File: src/rtl/cam_allocator_rr_pkg.sv
// cam_allocator_rr_pkg: shared widths, response layout and index helper for the CU free-segment CAM.
// The localparams describe the default configuration (8 CUs, 10-bit resource addresses).
// cam_resp_t is the packed response {hit, mask, cu, start} at those default widths.
package cam_allocator_rr_pkg;

  localparam int CAM_NUM_CU       = 8;
  localparam int CAM_CU_ID_WIDTH  = $clog2(CAM_NUM_CU);
  localparam int CAM_RES_ID_WIDTH = 10;
  localparam int CAM_SIZE_WIDTH   = CAM_RES_ID_WIDTH + 1;

  typedef struct packed {
    logic                        hit;
    logic [CAM_NUM_CU-1:0]       mask;
    logic [CAM_CU_ID_WIDTH-1:0]  cu;
    logic [CAM_RES_ID_WIDTH-1:0] start;
  } cam_resp_t;

  // Index one past idx, wrapping to 0 after the last CU.
  function automatic int cam_wrap_inc(input int idx, input int n);
    return (idx + 1 >= n) ? 0 : idx + 1;
  endfunction

endpackage

File: src/rtl/cam_allocator_rr_select.sv
// cam_rr_select: picks the first set bit of a match mask at or after a start pointer, wrapping.
// Purely combinational, zero latency; no handshake.
// A zero mask reports hit=0 and index 0; a zero pointer degenerates to a lowest-index priority encoder.
module cam_rr_select
  import cam_allocator_rr_pkg::*;
#(
  parameter int NUM_CU      = CAM_NUM_CU,
  parameter int CU_ID_WIDTH = $clog2(NUM_CU)
) (
  input  logic [NUM_CU-1:0]      mask,
  input  logic [CU_ID_WIDTH-1:0] ptr,
  output logic                   hit,
  output logic [CU_ID_WIDTH-1:0] idx
);

  // Walk the rotated order from the far end so the nearest match to the pointer wins last.
  always_comb begin
    int j;
    j   = 0;
    hit = |mask;
    idx = '0;
    for (int k = NUM_CU - 1; k >= 0; k--) begin
      j = int'(ptr) + k;
      if (j >= NUM_CU) begin
        j = j - NUM_CU;
      end
      if (mask[j]) begin
        idx = CU_ID_WIDTH'(j);
      end
    end
  end

endmodule

File: src/rtl/cam_allocator_rr.sv
// cam_allocator_rr: per-CU free-segment CAM, 2-stage search pipeline (S1 request, S2 response).
// Latency: request accepted in cycle N responds in cycle N+2; sustains 1 request per cycle.
// Backpressure: a stalled response holds S2, then S1, then req_ready_o drops. Build macro CAM_ALLOC_RR_EN selects round-robin.
module cam_allocator_rr
  import cam_allocator_rr_pkg::*;
#(
  parameter int NUM_CU       = CAM_NUM_CU,
  parameter int CU_ID_WIDTH  = $clog2(NUM_CU),
  parameter int RES_ID_WIDTH = CAM_RES_ID_WIDTH
) (
  input  logic                    clk,
  input  logic                    rst_n,
  input  logic                    alloc_wr_en_i,
  input  logic [CU_ID_WIDTH-1:0]  alloc_wr_cu_i,
  input  logic [RES_ID_WIDTH:0]   alloc_wr_size_i,
  input  logic [RES_ID_WIDTH-1:0] alloc_wr_start_i,
  input  logic                    dealloc_wr_en_i,
  input  logic [CU_ID_WIDTH-1:0]  dealloc_wr_cu_i,
  input  logic [RES_ID_WIDTH:0]   dealloc_wr_size_i,
  input  logic [RES_ID_WIDTH-1:0] dealloc_wr_start_i,
  input  logic                    req_valid_i,
  output logic                    req_ready_o,
  input  logic [RES_ID_WIDTH:0]   req_size_i,
  output logic                    resp_valid_o,
  input  logic                    resp_ready_i,
  output logic                    resp_hit_o,
  output logic [NUM_CU-1:0]       resp_mask_o,
  output logic [CU_ID_WIDTH-1:0]  resp_cu_o,
  output logic [RES_ID_WIDTH-1:0] resp_start_o
);

  localparam int SIZE_WIDTH = RES_ID_WIDTH + 1;

  typedef struct packed {
    logic                    hit;
    logic [NUM_CU-1:0]       mask;
    logic [CU_ID_WIDTH-1:0]  cu;
    logic [RES_ID_WIDTH-1:0] start;
  } resp_t;

  // Entry table
  logic [SIZE_WIDTH-1:0]   ent_size  [NUM_CU];
  logic [RES_ID_WIDTH-1:0] ent_start [NUM_CU];
  logic [NUM_CU-1:0]       ent_valid;

  // Pipeline state
  logic                  s1_valid;
  logic [SIZE_WIDTH-1:0] s1_size;
  logic                  s1_adv;
  logic                  s2_valid;
  resp_t                 s2_resp;
  resp_t                 resp_nxt;

  // Search datapath
  logic [NUM_CU-1:0]      match;
  logic [CU_ID_WIDTH-1:0] sel_ptr;
  logic                   sel_hit;
  logic [CU_ID_WIDTH-1:0] sel_idx;

  assign s1_adv      = !s2_valid || resp_ready_i;
  assign req_ready_o = !s1_valid || s1_adv;

  // Table update; the dealloc port overrides alloc when both hit the same CU.
  always_ff @(posedge clk or negedge rst_n) begin
    if (!rst_n) begin
      for (int i = 0; i < NUM_CU; i++) begin
        ent_size[i]  <= '0;
        ent_start[i] <= '0;
      end
      ent_valid <= '0;
    end else begin
      for (int i = 0; i < NUM_CU; i++) begin
        if (dealloc_wr_en_i && (dealloc_wr_cu_i == CU_ID_WIDTH'(i))) begin
          ent_size[i]  <= dealloc_wr_size_i;
          ent_start[i] <= dealloc_wr_start_i;
          ent_valid[i] <= 1'b1;
        end else if (alloc_wr_en_i && (alloc_wr_cu_i == CU_ID_WIDTH'(i))) begin
          ent_size[i]  <= alloc_wr_size_i;
          ent_start[i] <= alloc_wr_start_i;
          ent_valid[i] <= 1'b1;
        end
      end
    end
  end

  // S1 holds the request size until S2 can take it.
  always_ff @(posedge clk or negedge rst_n) begin
    if (!rst_n) begin
      s1_valid <= 1'b0;
      s1_size  <= '0;
    end else if (req_valid_i && req_ready_o) begin
      s1_valid <= 1'b1;
      s1_size  <= req_size_i;
    end else if (s1_adv) begin
      s1_valid <= 1'b0;
    end
  end

  // Never-written entries advertise the whole resource space, so they match anything.
  always_comb begin
    match = '0;
    for (int i = 0; i < NUM_CU; i++) begin
      match[i] = !ent_valid[i] || (ent_size[i] >= s1_size);
    end
  end

`ifdef CAM_ALLOC_RR_EN
  logic [CU_ID_WIDTH-1:0] rr_ptr;
  logic                   resp_hit_fire;

  assign resp_hit_fire = s2_valid && resp_ready_i && s2_resp.hit;

  // A hit leaving S2 moves the pointer for the request entering S2 on the same edge.
  always_comb begin
    sel_ptr = rr_ptr;
    if (resp_hit_fire) begin
      sel_ptr = (s2_resp.cu == CU_ID_WIDTH'(NUM_CU - 1)) ? '0 : s2_resp.cu + CU_ID_WIDTH'(1);
    end
  end

  // Round-robin pointer register tracks the forwarded value.
  always_ff @(posedge clk or negedge rst_n) begin
    if (!rst_n) begin
      rr_ptr <= '0;
    end else begin
      rr_ptr <= sel_ptr;
    end
  end
`else
  assign sel_ptr = '0;
`endif

  cam_rr_select #(
    .NUM_CU      (NUM_CU),
    .CU_ID_WIDTH (CU_ID_WIDTH)
  ) u_select (
    .mask (match),
    .ptr  (sel_ptr),
    .hit  (sel_hit),
    .idx  (sel_idx)
  );

  // Build the response; bubbles and misses produce an all-zero result.
  always_comb begin
    resp_nxt = '0;
    if (s1_valid && sel_hit) begin
      resp_nxt.hit   = 1'b1;
      resp_nxt.mask  = match;
      resp_nxt.cu    = sel_idx;
      resp_nxt.start = ent_start[sel_idx];
    end
  end

  // S2 response register freezes while the consumer stalls.
  always_ff @(posedge clk or negedge rst_n) begin
    if (!rst_n) begin
      s2_valid <= 1'b0;
      s2_resp  <= '0;
    end else if (s1_adv) begin
      s2_valid <= s1_valid;
      s2_resp  <= resp_nxt;
    end
  end

  assign resp_valid_o = s2_valid;
  assign resp_hit_o   = s2_resp.hit;
  assign resp_mask_o  = s2_resp.mask;
  assign resp_cu_o    = s2_resp.cu;
  assign resp_start_o = s2_resp.start;

endmodule

File: config.mk
export PLATFORM = sky130hd
export DESIGN_NAME = cam_allocator_rr
export DESIGN_NICKNAME = d
export VERILOG_FILES = /design/src/rtl/cam_allocator_rr_pkg.sv /design/src/rtl/cam_allocator_rr_select.sv /design/src/rtl/cam_allocator_rr.sv
export SDC_FILE = /design/constraint.sdc
export NUM_CORES = 1
export LEC_CHECK = 0
export CAP_MARGIN = 40
export CORE_AREA = 2 2 147 149
export DETAILED_ROUTE_END_ITERATION = 10
export DIE_AREA = 0 0 149 151
export PLACE_DENSITY = 0.8
export SETUP_SLACK_MARGIN = 0.3
export SLEW_MARGIN = 25
export SYNTH_ARGS = -nofsm -noshare
export SYNTH_HDL_FRONTEND = slang
export SYNTH_SLANG_ARGS = --single-unit
File: constraint.sdc
create_clock -name clk -period 3.42 [get_ports clk]
set_clock_uncertainty 0.2 [all_clocks]
set_input_delay 1.026 -clock clk [delete_from_list [all_inputs] [get_ports clk]]
set_output_delay 1.026 -clock clk [all_outputs]
set_load 0.005 [all_outputs]
-- Word-level counts from Yosys, hierarchy flattened
Cells that the tools add are included.
- bits in registers: 211
- input port bits: 65
- order comparisons: 9
- eq/ne operators: 14
- muxes and demuxes: 62
- bitwise logic cells: 1
- reductions and logical operators: 50
- operator list (kind ; number):
    2-to-1 mux 10 bit ; 18
    2-to-1 mux 11 bit ; 16
    >= comparator 11 bit ; 8
    binary-select mux 10 bit (select 3 bit) ; 1
    equality test 3 bit (second input constant) ; 8
    2-to-1 mux 3 bit ; 8
    2-to-1 mux 22 bit ; 1
    logical AND 1 bit ; 18
    2-to-1 mux 1 bit ; 18
    nonzero test 2 bit ; 9
    equality test 3 x 2 -> 1 bit (second input constant) ; 4
    zero test 1 bit ; 10
    logical OR 1 bit ; 10
    OR reduction 8 bit ; 1
    equality test 3 x 1 -> 1 bit (second input constant) ; 2
    zero test 3 bit ; 2
    >= comparator 4 bit (second input constant) ; 1
    inverter 3 -> 4 bit ; 1

-- Logic depth before layout (Yosys ltp)
Gate-level depths: netlist (run 1).
- depth in word-level cells: 15
- depth in mapped cells: 12
- mapped depth without buffers: 10

-- By module
Synthesis (run 1) repeated with hierarchy kept, for this count alone.
- cells, all modules: 1268
- area total of the unflattened synthesis: 12874.8 µm²
- modules (own cells, without submodules) (module ; times used ; cells an instance ; area each (µm²)):
    cam_allocator_rr ; 1 ; 1183 ; 12082.8
    cam_rr_select ; 1 ; 85 ; 792.0

-- Worst setup path before layout (run 1)
OpenSTA, ideal clock, no wires.
- kind: reg-to-reg
- start point: reg s1_size[4]
- end point: reg s2_resp (netlist bit resp_start_o[0])
- setup time: 120 ps
- arrival: 2464 ps
- setup slack: 636 ps
- cell stages (with the launch flop): 12
- buffers on the path: 1
- clock period less this slack: 2784 ps
- cells stage by stage: dfrtp_1 inv_1 ha_1 and4_1 and2_4 a221oi_4 nor3b_2 a21oi_1 a21oi_1 buf_2 nand4_1 o211a_1
- word-level cells in the longest chain between the ends: 15
- elaborated cells between the ends (all ways): 31
- classes of those cells: order compare: 8; mux: 12; bitwise: 1; reduce/logical: 10
- RTL lines (element ; RTL line ; source):
    start: declaration ; cam_allocator_rr.sv:48 ; logic [SIZE_WIDTH-1:0] s1_size;
    start signal: assignment ; cam_allocator_rr.sv:93 ; s1_size <= req_size_i;
    >= comparator 11 bit ; cam_allocator_rr.sv:103 ; match[i] = !ent_valid[i] || (ent_size[i] >= s1_size);
    logical OR 1 bit ; cam_allocator_rr.sv:103 ;
    2-to-1 mux 3 bit (8 in series) ; cam_allocator_rr_select.sv:27 ; if (mask[j]) begin
    inverter 3 -> 4 bit (not written as such) ; cam_allocator_rr.sv:150 ; resp_nxt.start = ent_start[sel_idx];
    binary-select mux 10 bit (select 3 bit) ; cam_allocator_rr.sv:150 ;
    2-to-1 mux 10 bit (not written as such) (2 in series) ; cam_allocator_rr.sv:150 ;
    2-to-1 mux 22 bit * ; cam_allocator_rr.sv:146 ; if (s1_valid && sel_hit) begin
    end signal: assignment ; cam_allocator_rr.sv:161 ; s2_resp <= resp_nxt;
    end: declaration ; cam_allocator_rr.sv:51 ; resp_t s2_resp;
Every way passes the cells marked *; elsewhere a longest branch is shown, timed or not. The select of a mux whose other input is x is not followed.
A chain may end at the register's enable or synchronous reset.

-- Final worst setup path (run 1)
- start point: reg s1_size[10]
- end point: reg s2_resp (netlist bit resp_start_o[0])
Same word-level chain as after synthesis.

==> impl_metrics.csv, run 1 <==
group,metric,value,unit
grt,overflow,0,
cts,htree_levels,1,
logic_synthesis,synth-seq-cells,211,
floorplan,ios,89,
sta,clock.fmax,309,MHz
critical_path,end_kind,"register",
placed_design,gp_congestion,0.845,
critical_path,worstSetupPathType,"register to register",
outcome,status,"completed",
critical_path,critPathLaunchType,"register",
logic_synthesis,netlist_area,12400,um^2
logic_synthesis,syn-num-nets,1416,
grt,grt_max_degree,65,
run,max-cap-violations,0,
routing,dr.pass1.iters,7,
logic_synthesis,seq_area_frac_synth,0.427,
critical_path,cp.required,3.63,ns
power_and_ir_drop,peakVddDrop,0.396,mV
power_and_ir_drop,clkPwrFrac,0.273,
hold_path,hold_class,"input port to asynchronous set/reset pin",
routing,vias,10054,
critical_path,critical_path_arrival,3.45,ns
logic_synthesis,synth_top_area_share,0.427,
routing,ant_nets,0,
sta,relSlewSlack,0.632,
floorplan,die_y,151,um
routing,vias_per_cell,6.23,
sta,fin_setup_tns,0,ns
logic_synthesis,postSynthCellCount,1263,
critical_path,slowest_stage,"ha_1",
power_and_ir_drop,p_per_area,655,nW/um^2
placed_design,io_buffer_count,88,
floorplan,rows,53,
critical_path,worstPathCellList,"clkinvlp_4 > ha_1 > and4_1 > and2_1 > a221oi_4 > buf_4 > nand2b_1 > o2bb2ai_4 > buf_12 > mux2i_1 > nor2_1 > o211a_1",
cells_and_area,stdcell_count,1614,
power_and_ir_drop,intPower,6.41,mW
cells_and_area,n_fill_cell,1500,
grt,antenna_found_initial,0,
floorplan,die_area,22500,um^2
cts,cts-root-buf,"clkbuf_16",
sta,period_minus_slack,3.23,ns
sta,drv_slew,0,
floorplan,initial_core_util,0.594,
logic_synthesis,synth_edf_count,0,
sta,report.final.setup_viol,0,
logic_synthesis,yosysMostFrequentCell,"dfrtp_1",
power_and_ir_drop,switchingPower,3.29,mW
logic_synthesis,ys.flop_type,"dfrtp_1",
logic_synthesis,ys_warn_count,0,
cells_and_area,final_nets,1476,
routing,wirelength,34500,um
logic_synthesis,synth_area_per_cell,9.80,um^2
logic_synthesis,yosys-top-cells-area,"dfrtp_1, mux2i_1, ha_1",
floorplan,die_w,149,um
power_and_ir_drop,comb_power_share,0.376,
logic_synthesis,ys_top_cells_by_count,"dfrtp_1, mux2i_1, nand2_1",
critical_path,cp_max_fo,21,
cts,ctsLongestPathBuffers,3,
cts,clock-sinks,211,
routing,drtIter0Drc,891,
floorplan,core_area,20800,um^2
cells_and_area,areaGrowthSynthToFinish,19.6,%
routing,drc,0,
grt,grt_pass1_wl,54000,um
sta,grt_setup_unrepaired,"yes",
sta,worstMarginPinSlew,0.549,ns
grt,grt_pass1_vias,10051,
cells_and_area,antennaDiodeCount,0,
cts,ctsHoldBuffers,0,
power_and_ir_drop,switching_share,0.339,
sta,timing.final.crit_share,0.945,
power_and_ir_drop,p_seq_frac,0.351,
sta,hold_violations,0,
cells_and_area,drive_gt1_frac,0.127,
placed_design,dp_hpwl,21400,um
power_and_ir_drop,cellLeakagePower,6.74,nW
grt,grt_use_total,0.307,
cts,numCtsBuffers,24,
logic_synthesis,yosysUniqueCellTypes,64,
routing,wl_per_cell,21.4,um
critical_path,cpPeakStageDelay,0.40,ns
cts,insertion_delay,0.52,ns
cts,cts.clk_slew.worst_paths,0.06,ns
placed_design,placed_cells,1556,
logic_synthesis,synth_area_leader_cell,"dfrtp_1",
logic_synthesis,synthArstFlopShare,1.00,
cts,cts_tree,"yes",
-- final timing paths --
check / startpoint / to / slack, ns / cells after the start
worst max-delay path: s1_size[10] / resp_start_o[0] / 0.19 / 12
worst min register to register: ent_valid[1] / ent_valid[1] / 0.27 / 1
min in group clk: ent_valid[1] / ent_valid[1] / 0.27 / 1
worst min-delay path: rst_n / ent_size[37] / 0.25 / 1
max in group asynchronous: rst_n / ent_valid[2] / 2.05 / 2
worst max register to register: s1_size[10] / resp_start_o[0] / 0.19 / 12
-- repair_timing --
action,in CTS,in global routing
buffers inserted,12,3
cloned,1,0
setup endpoints to repair,13,15
pin swaps,13,13
resized for setup,25,14
-- metal layers --
layer,vias up,wire length [um],track usage
li1,4603,-,-
met1,4952,15000,0.443
met2,444,16100,0.491
met3,55,2760,0.0428
met4,0,634,0.0810
met5,-,0,0
-- cell type report --
class,instances,area [um^2],area share
Multi-Input combinational cell,918,6710,0.453
Sequential cell,211,5280,0.357
Timing Repair Buffer,147,1570,0.106
Clock buffer,34,718,0.0485
Tap cell,275,344,0.0232
Clock inverter,8,101,0.00685
Inverter,21,86.3,0.00583
-- stage by stage --
| stage | setup WS, ns | hold slack, ns | cell area (um^2) | utilization | power [mW] |
|---|---|---|---|---|---|
| 3_3_place_gp | 0.0736 | 0.251 | 13700 | 0.657 | 6.55 |
| 2_1_floorplan | 0.636 | 0.230 | 12400 | - | 5.52 |
| 6_report | 0.187 | 0.249 | 14800 | 0.711 | 9.70 |
| 5_1_grt | 0.131 | 0.275 | 14800 | 0.711 | 10.2 |
| 3_5_place_dp | 0.0862 | 0.250 | 13700 | 0.657 | 6.68 |
| 4_1_cts | 0.285 | 0.267 | 14700 | 0.706 | 9.56 |
-- cells by family (layout without fill, tap and decap cells) --
family | count (synthesis) | after routing | synth area share
buf+inv | 134 | 210 | 0.0454
simple gates | 351 | 351 | 0.136
mux | 199 | 199 | 0.162
flops | 211 | 211 | 0.427
fa+ha+maj | 88 | 88 | 0.0890
compound gates | 280 | 280 | 0.141
-- state kept, by name (all words and copies together) (netlist names) --
register      cells
resp_hit_o        1
s1_size          11
ent_size         88
s1_valid          1
ent_start        80
resp_mask_o       8
resp_cu_o         3
resp_start_o     10
resp_valid_o      1
ent_valid         8
-- critical path: cells and delay by family (launching register included) --
kind | cells | cell delay (ns)
AND/OR/NAND/NOR | 4 | 0.74
buffers and inverters | 3 | 0.62
AO/OA/AOI/OAI | 3 | 0.48
adder cells (fa/ha/maj) | 1 | 0.40
flip-flops | 1 | 0.39
multiplexers | 1 | 0.26
-- power by group through the flow --
stage | sequential, mW | clock [mW] | combinational [mW]
6_report | 3.40 | 2.65 | 3.64
5_1_grt | 3.46 | 2.77 | 3.96
4_1_cts | 3.39 | 2.66 | 3.51
3_5_place_dp | 3.42 | 0 | 3.26
3_3_place_gp | 3.40 | 0 | 3.14
2_1_floorplan | 3.33 | 0 | 2.19
-- layout by cell type (no fill, tap or decap), drive strengths merged, types with 4 or more instances in the layout --
cell,n
ha,88
a211oi,4
nor2,105
inv,19
mux2i,188
or3b,10
mux2,11
or3,4
clkdlybuf4s50,86
clkbuf,34
nand2,145
dfrtp,211
o21a,4
nand3b,8
o221ai,10
a21oi,103
nand3,8
o211a,10
clkinv,6
nand4,20
nand4b,7
and4,5
nor2b,6
nand2b,12
o21ai,118
buf,60
a21o,6
nor3,4
nor3b,8
a22o,4
(Power assumes the default switching activity.)
==> run 2, diff against run 1 <==
Clock period 3.42 ns to 3.08 ns, I/O delays scaled along.
==> impl_metrics.csv, run 2 (synthesis results as in run 1) <==
group,metric,value,unit
sta,clock.fmax,334,MHz
floorplan,die_w,149,um
cells_and_area,antennaDiodeCount,0,
placed_design,dp_slack,-0.0965,ns
critical_path,cp_max_fo,7,
sta,worstMarginPinSlew,0.453,ns
grt,met1_usage,0.434,
floorplan,core_area,20800,um^2
cells_and_area,regArea,5280,um^2
cells_and_area,largest_reg_flops,88,
cts,cts.clk_slew.worst_paths,0.06,ns
cells_and_area,final_common_cell,"dfrtp_1",
placed_design,dp_hpwl,21200,um
critical_path,end_kind,"register",
critical_path,critical_path_arrival,3.21,ns
grt,grt_pass1_wl,53600,um
sta,hold_violations,0,
routing,dr.pass1.iters,6,
grt,grtUsageMet3,0.0485,
grt,grt_max_degree,57,
critical_path,crit_top_cell,"o21ai_1",
critical_path,slowest_stage,"or3b_2",
sta,setup_slack,0.0821,ns
run,max-cap-violations,0,
floorplan,die_area,22500,um^2
sta,hold-worst-slack,0.101,ns
cells_and_area,n_fill_cell,1452,
grt,grt_pass1_vias,9834,
cts,htree_levels,1,
critical_path,cpPeakStageDelay,0.44,ns
sta,period_minus_slack,3.00,ns
sta,report.final.setup_viol,0,
cts,ctsHoldBuffers,0,
floorplan,ios,89,
sta,drv_slew,0,
cells_and_area,multiInputGateArea,6870,um^2
routing,vias,10154,
floorplan,initial_core_util,0.594,
critical_path,rr_worst_depth,13,
routing,ant_nets,0,
cts,cts_tree,"yes",
critical_path,timing.rr.end,"resp_start_o[5]",
cts,numCtsBuffers,23,
placed_design,gp_congestion,0.859,
cts,clock-sinks,211,
power_and_ir_drop,total_power,10.9,mW
critical_path,critPathLaunchType,"register",
power_and_ir_drop,cellLeakagePower,6.84,nW
cells_and_area,reg.largest.list,"ent_size: 88 flops, ent_start: 80 flops, s1_size: 11 flops",
grt,antenna_found_initial,1,
critical_path,worstPathCellList,"inv_4 > buf_4 > ha_1 > nand4_1 > a211oi_2 > o21ai_1 > o311a_1 > buf_12 > buf_6 > or3b_2 > o21ai_1 > o221ai_2 > o211a_1",
cts,cts-root-buf,"clkbuf_16",
grt,use_met2,0.493,
grt,grt_use_total,0.306,
placed_design,placed_cell_area,13900,um^2
grt,busiest_layer,"met2",
grt,overflow,0,
hold_path,hold_class,"input port to asynchronous set/reset pin",
cells_and_area,final_cell_mix,"dfrtp_1, mux2i_1, nand2_1",
routing,vias_per_cell,6.25,
routing,drtIter0Drc,1065,
cts,ctsLongestPathBuffers,3,
routing,drc,0,
routing,wirelength,35100,um
placed_design,io_buffer_count,88,
critical_path,regToRegStartpoint,"s1_size[7]",
power_and_ir_drop,peakVddDrop,0.427,mV
sta,relSlewSlack,0.697,
cells_and_area,drive_gt1_frac,0.156,
cts,insertion_delay,0.52,ns
floorplan,die_y,151,um
critical_path,r2r_slack,0.08,ns
power_and_ir_drop,p_per_area,719,nW/um^2
sta,timing.final.crit_share,0.973,
critical_path,cp.required,3.29,ns
routing,wl_per_cell,21.6,um
outcome,status,"completed",
floorplan,rows,53,
critical_path,worstSetupPathType,"register to register",
cells_and_area,largest-register,"ent_size",
cells_and_area,final_nets,1487,
cells_and_area,areaGrowthSynthToFinish,22.3,%
sta,grt_setup_unrepaired,"yes",
cells_and_area,final_area,15100,um^2
## run 2: changes by cell type in the layout (fill, tap and decap cells not counted), moves of 4 or more
cell and delta:
o21ai_0 -4, buf_12 +9, clkinv_2 -5, mux2i_2 +4
clkbuf_1 +6, ha_1 -6, inv_1 -5, inv_4 +5
ha_4 +6
## run 2: power breakdown
group          internal, mW  switching (mW)
Clock                  1.61            1.12
Sequential             3.39           0.407
Combinational          2.16            2.19
Total                  7.16            3.72
## run 2: layout make-up
class / count / area share
clock buffer: 37 / 0.0455
inverter: 21 / 0.00604
tap: 275 / 0.0227
clock inverter: 3 / 0.00306
timing repair buffer: 159 / 0.120
sequential: 211 / 0.349
multi-input combinational: 918 / 0.454
## run 2: what timing repair did
item | in CTS | in global routing
endpoints found under the setup margin | 15 | 15
pin swaps | 12 | 15
gates resized for setup | 28 | 60
setup buffers | 10 | 9
gates cloned | 0 | 2
## run 2: per-stage QoR
step / cells / setup TNS (ns) / util
floorplan: 1263 / 0 / -
global placement: 1563 / -0.0647 / 0.665
detailed placement: 1563 / -0.363 / 0.665
CTS: 1613 / 0 / 0.708
global route: 1624 / -0.293 / 0.727
finish: 1624 / 0 / 0.727
## run 2: critical path: cells and delay by family, from the launching register on
kind / cells / cell delay, ns
and+or+nand+nor: 2 / 0.64
buffers and inverters: 4 / 0.52
AOI/OAI and AO/OA: 6 / 0.85
DFF: 1 / 0.39
adders and majority gates: 1 / 0.28
## run 2: per-layer routing
layer	up-vias	share of wire
li1	4626	-
met1	4962	0.42
met2	470	0.46
met3	94	0.082
met4	2	0.029
met5	-	0.00028
## run 2: worst max-delay path by stage
| stage | slack [ns] | from | end | depth (start not counted) |
|---|---|---|---|---|
| floorplan | 0.30 | s1_size[9] | resp_start_o[0] | 11 |
| global placement | -0.06 | resp_ready_i | req_ready_o | 4 |
| detailed placement | -0.1 | resp_ready_i | req_ready_o | 4 |
| CTS | 0.11 | resp_ready_i | req_ready_o | 4 |
| global route | -0.09 | s1_size[7] | resp_start_o[5] | 13 |
| finish | 0.08 | s1_size[7] | resp_start_o[5] | 13 |
==> run 3, diff against run 2 <==
Settings changed: REMOVE_ABC_BUFFERS set to 1.
==> impl_metrics.csv, run 3 (synthesis results as in run 1) <==
group,metric,value,unit
floorplan,ios,89,
critical_path,timing.rr.end,"resp_start_o[4]",
sta,clock.fmax,320,MHz
sta,relSlewSlack,0.567,
cts,ctsLongestPathBuffers,3,
grt,use_met2,0.524,
sta,setup_slack,-0.0448,ns
routing,vias_per_cell,6.39,
grt,grtUsageMet3,0.0545,
grt,grt_max_degree,58,
floorplan,die_area,22500,um^2
cts,cts-root-buf,"clkbuf_16",
outcome,status,"finished with violations",
power_and_ir_drop,peakVddDrop,0.541,mV
grt,grt_pass1_wl,56500,um
placed_design,placed_cell_area,13900,um^2
critical_path,cp_max_fo,5,
hold_path,hold_class,"input port to asynchronous set/reset pin",
cts,numCtsBuffers,24,
critical_path,cpPeakStageDelay,0.41,ns
sta,hold_violations,0,
grt,grt_use_total,0.323,
critical_path,slowest_stage,"dfrtp_1",
cells_and_area,largest-register,"ent_size",
placed_design,placed_cells,1575,
cts,ctsHoldBuffers,0,
placed_design,gp_congestion,0.944,
power_and_ir_drop,cellLeakagePower,6.93,nW
grt,met1_usage,0.433,
critical_path,rr_worst_depth,12,
critical_path,crit_top_cell,"buf_4",
routing,drc,0,
outcome,violations,"setup timing",
cells_and_area,antennaDiodeCount,0,
floorplan,rows,53,
floorplan,initial_core_util,0.594,
grt,grt_pass1_vias,10572,
cts,clock-sinks,211,
cells_and_area,final_common_cell,"dfrtp_1",
sta,grt_setup_unrepaired,"yes",
grt,antenna_found_initial,0,
grt,busiest_layer,"met2",
critical_path,startpoint,"s1_size[0]",
grt,overflow,0,
cts,cts_tree,"yes",
floorplan,die_w,149,um
routing,dr.pass1.iters,6,
cts,insertion_delay,0.52,ns
sta,timing.final.crit_share,1.01,
routing,drtIter0Drc,1005,
placed_design,dp_slack,-0.225,ns
routing,wirelength,36000,um
cts,cts.clk_slew.worst_paths,0.06,ns
cells_and_area,stdcell_count,1635,
routing,vias,10443,
cts,htree_levels,1,
sta,worstMarginPinSlew,0.645,ns
cells_and_area,areaGrowthSynthToFinish,22.7,%
sta,fin_setup_tns,-0.190,ns
critical_path,worstSetupPathType,"register to register",
cells_and_area,reg.largest.list,"ent_size: 88 flops, ent_start: 80 flops, s1_size: 11 flops",
sta,period_minus_slack,3.12,ns
critical_path,worstPathCellList,"buf_4 > ha_1 > nor2b_2 > o21ai_2 > a221oi_4 > nor3b_4 > nand3b_1 > o21ai_4 > buf_6 > buf_4 > nand2_1 > o211a_1",
cells_and_area,largest_reg_flops,88,
sta,report.final.setup_viol,10,
power_and_ir_drop,p_per_area,732,nW/um^2
placed_design,dp_hpwl,22000,um
critical_path,r2r_slack,-0.04,ns
cells_and_area,n_fill_cell,1413,
critical_path,critPathLaunchType,"register",
placed_design,io_buffer_count,88,
sta,drv_slew,0,
critical_path,critical_path_arrival,3.33,ns
routing,ant_nets,0,
floorplan,die_y,151,um
critical_path,regToRegStartpoint,"s1_size[0]",
cells_and_area,drive_gt1_frac,0.152,
run,max-cap-violations,0,
floorplan,core_area,20800,um^2
routing,wl_per_cell,22.0,um
critical_path,end_kind,"register",
critical_path,cp.required,3.29,ns
cells_and_area,final_nets,1501,
cells_and_area,final_area,15200,um^2
sta,hold-worst-slack,0.201,ns
cells_and_area,final_cell_mix,"dfrtp_1, mux2i_1, nand2_1",
## run 3: how the worst max path moves through the flow
stage                      endpoint  slack [ns]  cells past startpoint
floorplan              ent_size[66]       -1.11                      4
global placement        req_ready_o       -0.25                      4
detailed placement      req_ready_o       -0.22                      4
global route        resp_start_o[4]       -0.12                     12
finish              resp_start_o[4]       -0.04                     12
CTS                 resp_start_o[7]        0.07                     12
## run 3: power by group
part	leakage, nW	internal, mW	switching [mW]	total [mW]
logic	4.09	2.31	2.28	4.59
registers	2.48	3.39	0.413	3.80
clock network	0.362	1.61	1.11	2.72
total	6.93	7.31	3.80	11.1
## run 3: what timing repair did
item | in CTS | in global routing
setup buffers | 14 | 4
cloned | 4 | 0
resized for setup | 55 | 22
pin swaps | 28 | 23
endpoints found under the setup margin | 15 | 15
## run 3: layout make-up
| type | count | area, um^2 | area share |
|---|---|---|---|
| multi-input cells | 918 | 6780 | 0.446 |
| clock inverters | 1 | 5.00 | 0.000329 |
| repair buffers | 172 | 1960 | 0.129 |
| well taps | 275 | 344 | 0.0227 |
| inverters | 21 | 86.3 | 0.00568 |
| clock buffers | 37 | 731 | 0.0481 |
| flip-flops and latches | 211 | 5280 | 0.348 |
## run 3: per-layer routing
metal | wire [um] | vias up | part of all wire
met5 | 0 | - | 0
met1 | 14700 | 5150 | 0.41
li1 | - | 4647 | -
met4 | 1440 | 0 | 0.040
met2 | 16900 | 521 | 0.47
met3 | 3010 | 125 | 0.084
## run 3: critical path: cells and delay by family (launching register included)
family	cells	cell delay (ns)
AOI/OAI and AO/OA	4	0.91
DFF	1	0.41
adders and majority gates	1	0.29
buffers and inverters	3	0.44
and+or+nand+nor	4	0.76
## run 3: per-stage QoR
step | utilization | total power, mW
finish | 0.729 | 11.1
global route | 0.729 | 11.7
CTS | 0.724 | 10.9
detailed placement | 0.668 | 7.52
global placement | 0.668 | 7.35
floorplan | - | 5.97
